**config.mk**
```make
export PLATFORM = sky130hd
export DESIGN_NAME = alu_issue_ctrl
export DESIGN_NICKNAME = d
export VERILOG_FILES = /design/src/rtl/alu_issue_ctrl.sv
export SDC_FILE = /design/constraint.sdc
export NUM_CORES = 1
export LEC_CHECK = 0
export ABC_CLOCK_PERIOD_IN_PS = 4400
export CORE_MARGIN = 10
export CORE_UTILIZATION = 44
export CTS_BUF_LIST = sky130_fd_sc_hd__clkbuf_4
export DETAILED_ROUTE_END_ITERATION = 8
export PLACE_DENSITY = 0.88
export SLEW_MARGIN = 25
export SYNTH_ARGS = -nofsm -noshare
export SYNTH_HDL_FRONTEND = slang
export SYNTH_SLANG_ARGS = --single-unit
```
**constraint.sdc**
```tcl
create_clock -name clk_i -period 4.4 [get_ports clk_i]
set_input_delay 1.32 -clock clk_i [delete_from_list [all_inputs] [get_ports clk_i]]
set_output_delay 1.32 -clock clk_i [all_outputs]
set_load 0.005 [all_outputs]
```
**src/rtl/alu_issue_ctrl.sv**
```systemverilog
// alu_issue_ctrl: EX-stage issue/control unit sitting between the ID-stage
// register outputs and the MEM/WB path. Accepts one decoded op per
// valid/ready handshake and decodes ALUOp/funct into the 4-bit ALU control
// code. It drives registered operands to the ALU, then captures result/zero
// and resolves beq/bne.
// Optional build macro: ALU_ISSUE_ILLEGAL_EN adds illegal_o. When it is set,
// an illegal op returns a zero result and is never reported as taken.
module alu_issue_ctrl #(
  parameter int DW    = 32,
  parameter int CNT_W = 16
) (
  input  logic             clk_i,
  input  logic             rst_i,
  input  logic             valid_i,
  output logic             ready_o,
  input  logic [2:0]       aluop_i,
  input  logic [5:0]       funct_i,
  input  logic             alusrc_i,
  input  logic             branch_i,
  input  logic             bne_i,
  input  logic [DW-1:0]    rs_data_i,
  input  logic [DW-1:0]    rt_data_i,
  input  logic [DW-1:0]    imm_i,
  output logic [3:0]       alu_ctrl_o,
  output logic [DW-1:0]    alu_src1_o,
  output logic [DW-1:0]    alu_src2_o,
  input  logic [DW-1:0]    alu_result_i,
  input  logic             alu_zero_i,
  output logic             res_valid_o,
  input  logic             res_ready_i,
  output logic [DW-1:0]    result_o,
  output logic             taken_o,
  output logic [CNT_W-1:0] op_cnt_o
`ifdef ALU_ISSUE_ILLEGAL_EN
  ,
  output logic             illegal_o
`endif
);

  typedef enum logic [1:0] {IDLE, EXEC, DONE} state_t;

  localparam logic [3:0] CTRL_AND = 4'b0000;
  localparam logic [3:0] CTRL_OR  = 4'b0001;
  localparam logic [3:0] CTRL_ADD = 4'b0010;
  localparam logic [3:0] CTRL_SUB = 4'b0110;
  localparam logic [3:0] CTRL_SLT = 4'b0111;
  localparam logic [3:0] CTRL_NOR = 4'b1100;
  localparam logic [3:0] CTRL_ILL = 4'b1111;

  state_t     state;
  logic       accept;
  logic [3:0] dec_ctrl;
  logic       branch_q;
  logic       bne_q;
  logic       taken_raw;
`ifdef ALU_ISSUE_ILLEGAL_EN
  logic       illegal_q;
`endif

  // Ready is combinational so DONE can hand off a result and accept the next op in one edge
  always_comb begin
    ready_o = (state == IDLE) || ((state == DONE) && res_ready_i);
    accept  = valid_i && ready_o;
  end

  // Map ALUOp/funct to the ALU control code; unknown encodings become 1111
  always_comb begin
    dec_ctrl = CTRL_ILL;
    unique case (aluop_i)
      3'b010: begin
        unique case (funct_i)
          6'b100000: dec_ctrl = CTRL_ADD;
          6'b100010: dec_ctrl = CTRL_SUB;
          6'b100100: dec_ctrl = CTRL_AND;
          6'b100101: dec_ctrl = CTRL_OR;
          6'b101010: dec_ctrl = CTRL_SLT;
          6'b100111: dec_ctrl = CTRL_NOR;
          default:   dec_ctrl = CTRL_ILL;
        endcase
      end
      3'b000:  dec_ctrl = CTRL_ADD;
      3'b001:  dec_ctrl = CTRL_SUB;
      3'b011:  dec_ctrl = CTRL_SLT;
      3'b100:  dec_ctrl = CTRL_OR;
      default: dec_ctrl = CTRL_ILL;
    endcase
  end

  // beq resolves taken on zero, bne on non-zero; non-branch ops are never taken
  always_comb begin
    taken_raw = branch_q && (bne_q ? !alu_zero_i : alu_zero_i);
  end

  // Capture the accepted op directly into the ALU-facing registers.
  // These registers hold their value until the next accept.
  // Operand select and decode happen before the register, not after it.
  // The ALU therefore sees stable inputs for the whole EXEC cycle.
  always_ff @(posedge clk_i or negedge rst_i) begin
    if (!rst_i) begin
      alu_ctrl_o <= '0;
      alu_src1_o <= '0;
      alu_src2_o <= '0;
      branch_q   <= 1'b0;
      bne_q      <= 1'b0;
`ifdef ALU_ISSUE_ILLEGAL_EN
      illegal_q  <= 1'b0;
`endif
    end else if (accept) begin
      alu_ctrl_o <= dec_ctrl;
      alu_src1_o <= rs_data_i;
      alu_src2_o <= alusrc_i ? imm_i : rt_data_i;
      branch_q   <= branch_i;
      bne_q      <= bne_i;
`ifdef ALU_ISSUE_ILLEGAL_EN
      illegal_q  <= (dec_ctrl == CTRL_ILL);
`endif
    end
  end

  // Issue FSM: one EXEC cycle, then DONE holds the result until downstream takes it
  always_ff @(posedge clk_i or negedge rst_i) begin
    if (!rst_i) begin
      state       <= IDLE;
      res_valid_o <= 1'b0;
      result_o    <= '0;
      taken_o     <= 1'b0;
      op_cnt_o    <= '0;
`ifdef ALU_ISSUE_ILLEGAL_EN
      illegal_o   <= 1'b0;
`endif
    end else begin
      unique case (state)
        IDLE: begin
          if (accept) state <= EXEC;
        end
        EXEC: begin
          state       <= DONE;
          res_valid_o <= 1'b1;
`ifdef ALU_ISSUE_ILLEGAL_EN
          result_o    <= illegal_q ? '0 : alu_result_i;
          taken_o     <= !illegal_q && taken_raw;
          illegal_o   <= illegal_q;
`else
          result_o    <= alu_result_i;
          taken_o     <= taken_raw;
`endif
        end
        DONE: begin
          if (res_ready_i) begin
            res_valid_o <= 1'b0;
            op_cnt_o    <= op_cnt_o + 1'b1;
`ifdef ALU_ISSUE_ILLEGAL_EN
            illegal_o   <= 1'b0;
`endif
            state       <= valid_i ? EXEC : IDLE;
          end
        end
        default: state <= IDLE;
      endcase
    end
  end

endmodule
```
==> summary.txt, run 1 <==
Run status
  – Status: complete, no violations

CTS
  – Clk sinks: 122
  – CTS clock-pin slew for the worst setup and hold paths: 0.08 ns
  – CTS buffer count: 17
  – Post-CTS Setup Bufs: 0
  – Worst-skew pair later-pin latency: 0.52 ns
  – CTS tree: done
  – Root Driver: clkbuf_4
  – # hold bufs at CTS: 0
  – Post-CTS sizing: 0
  – Clk buf depth: 2
  – Htree depth: 4

Run
  – Max cap viols: 0

Finish
  – Layout cells sized above 1: 15.1%
  – Layout Nets: 800
  – Layout area overhead: 57.9%
  – Number of antenna diodes: 0
  – Final Cell Area: between 0.008 and 0.009 mm²

Setup path
  – Critical Path RT: about 3.1 ns
  – Critical path capture point type: primary output
  – Arrival time worst endpoint: about 2.5 ns
  – Setup Crit Path Kind: input pin to primary output
  – Crit-path max FO: 3
  – Startpoint Class: input pin

Global routing
  – Largest net degree at the start of global routing: between 100 and 150
  – Number of global-route vias before repair: about 4,500
  – Total track usage: 18.7%
  – GR Overflow Total: 0
  – Initial antenna violation count: 0
  – First-pass GRT wire length: 23,900 µm

Floorplanning
  – Initial core utilization: around 45%
  – DIE HEIGHT: 128 µm
  – Ports: roughly 260
  – Die width: approximately 130 µm
  – Core area: around 0.011 mm²
  – Row count: 39
  – Die footprint: 0.0163 mm²

Synthesis
  – Area share of the largest cell type after synthesis: between 60% and 70%
  – Post-Syn Area: 0.00508 mm²
  – Netlist cell types: 35
  – Sequential-to-total area share from yosys stat: 60.0%
  – Synth area leader: dfrtp_1
  – Top FF cell, synth: dfrtp_1
  – Top post-synthesis cells by count: 122 x dfrtp_1, 68 x mux2_2, 43 x nor2_1
  – Synthesized flop and latch total: 122
  – Synthesized Nets: approximately 530
  – Cells after Synth: ~390
  – Top cells by area, synth: dfrtp_1 60%, mux2_2 15%, mux2i_1 6.3%, nor2_1 3.2%, a21oi_1 3.1%
  – Number of synthesized flops with an enable pin: 0
  – Synthesized area per cell: ~13 µm²
  – Cell with the most instances after synthesis: dfrtp_1
  – Post-synthesis async set-or-reset flop share: 100%
  – YS warnings: 0

Place
  – GP Congestion: 0.801
  – DP Wirelength: 12,100 µm
  – Port Buffers: about 260
  – Placed cell areas: around 0.0078 mm²

Pwr
  – Internal power: 2600 µW
  – Clock power frac: 18.5%
  – Sw frac: between 20% and 30%
  – Power consumption: 3590 µW
  – Combinational share of power: 36.5%
  – Flop pwr share: about 45%
  – Power Density: approximately 450 mW/mm²
  – Sw Pwr: approximately 1000 µW
  – Leakage power: 0.00338 µW
  – Maximum vdd drop: between 0.3 and 0.4 mV

Routing
  – DRC violations left: 0
  – Router iterations before antenna repair: 4
  – Final wirelength: 15,300 µm
  – Drt wl/cell: between 15 and 20 µm
  – Via Count: between 4,000 and 5,000
  – Avg Vias per Cell: 4.99
  – Routed Antenna Nets: 0
  – Initial DRC count: 190

Timing
  – Fin. max-slew vios: 0
  – Slew HR: 37.6%
  – Clock Skew: ~0.014 ns
  – Fmax: roughly 260 MHz
  – Final setup vio count: 0
  – RSZ-0062 raised after global routing: no
  – Sum Neg Setup Slack: 0 ns
  – Final Hold Slack: 0.489 ns
  – Final hold vios: 0
  – Fin crit share: 87.8%
  – Final Critical Period: 3.86 ns
  – Worst Tran Pin Value: roughly 0.94 ns

Min path
  – Hold Crit Class: flip-flop to flip-flop
-- final timing paths --
path | start | endpoint | slack [ns] | cells past startpoint
max reg2reg | state[1]$_DFFE_PN0P_ | alu_ctrl_o[2]$_DFFE_PN0P_ | 2.62 | 4
min reg2reg | res_valid_o$_DFFE_PN0P_ | res_valid_o$_DFFE_PN0P_ | 0.49 | 1
max | res_ready_i | ready_o | 0.54 | 4
min | res_valid_o$_DFFE_PN0P_ | res_valid_o$_DFFE_PN0P_ | 0.49 | 1
max in group asynchronous | rst_i | alu_src2_o[25]$_DFFE_PN0P_ | 2.88 | 2
min in group asynchronous | rst_i | result_o[22]$_DFFE_PN0P_ | 0.81 | 1
-- power groups by stage --
stage,Clock [µW],Combinational [µW],Sequential (µW)
final,665,1310,1620
after global routing,738,1410,1660
after CTS,685,1340,1620
after detailed placement,0,1340,1640
after global placement,0,1300,1610
after floorplan,0,407,1640
-- critical path: stages --
cell and delay [ns]:
clkdlybuf4s50_1 0.54, nor2b_4 0.07, nor2_1 0.09, clkdlybuf4s50_1 0.53
-- area by class of cell --
class / count / area (µm²)
multi-input cells: 243 / 1890
well taps: 143 / 179
clock inverters: 7 / 53.8
repair buffers: 266 / 2680
fillers: 804 / 3340
inverters: 4 / 15.0
clock buffers: 22 / 165
flip-flops and latches: 122 / 3050
-- cell usage in the layout (no fill, tap or decap), types with 3 or more instances in the layout --
master,n
nor2_1,43
nand3_1,8
nand4_1,4
clkinv_1,5
clkdlybuf4s50_1,261
inv_1,4
xor2_1,7
nand2_1,8
and3_1,6
a21oi_1,32
mux2i_1,32
and4_1,3
mux2_2,68
clkbuf_4,22
o21ai_0,4
dfrtp_1,122
xnor2_1,9
-- cells by family after synthesis --
family / Yosys count / synth area share (%)
AOI/OAI and AO/OA: 43 / 4.65
xor gates and xnor gates: 16 / 2.76
adders and majority gates: 1 / 0.246
buffers and inverters: 23 / 2.83
DFF: 122 / 60.0
muxes: 100 / 21.4
and+or+nand+nor: 83 / 8.12
-- flip-flops by register name, summed over array words and instances, names as in the netlist --
| name | cells |
|---|---|
| alu_src2_o | 32 |
| result_o | 32 |
| taken_o | 1 |
| branch_q | 1 |
| alu_ctrl_o | 4 |
| bne_q | 1 |
| op_cnt_o | 16 |
| res_valid_o | 1 |
| state | 2 |
| alu_src1_o | 32 |
-- through the flow --
step	std cells	util (%)	setup WS, ns
floorplan	388	-	1.57
global placement	778	68.7	0.518
detailed placement	778	68.7	0.536
CTS	807	70.6	0.537
global route	807	70.6	0.487
finish	807	70.6	0.539
-- metal layers --
metal | track usage, % | vias to the layer above | routed length, µm
met3 | 9.10 | 26 | 1450
met5 | 0 | - | 0
met4 | 7.43 | 0 | 293
li1 | - | 1891 | -
met2 | 33.1 | 144 | 8250
met1 | 18.3 | 1962 | 5280
(Power assumes the default switching activity.)
==> inputs of run 2 (changes only) <==
--- a/config.mk
+++ b/config.mk
@@ -9,6 +9,7 @@
 export CORE_MARGIN = 10
 export CORE_UTILIZATION = 44
 export CTS_BUF_LIST = sky130_fd_sc_hd__clkbuf_4
+export CTS_CLUSTER_DIAMETER = 150
 export DETAILED_ROUTE_END_ITERATION = 8
 export PLACE_DENSITY = 0.88
 export SLEW_MARGIN = 25
==> results of run 2 <==
The final DEF is identical to that of run 1; final timing and power are the same.
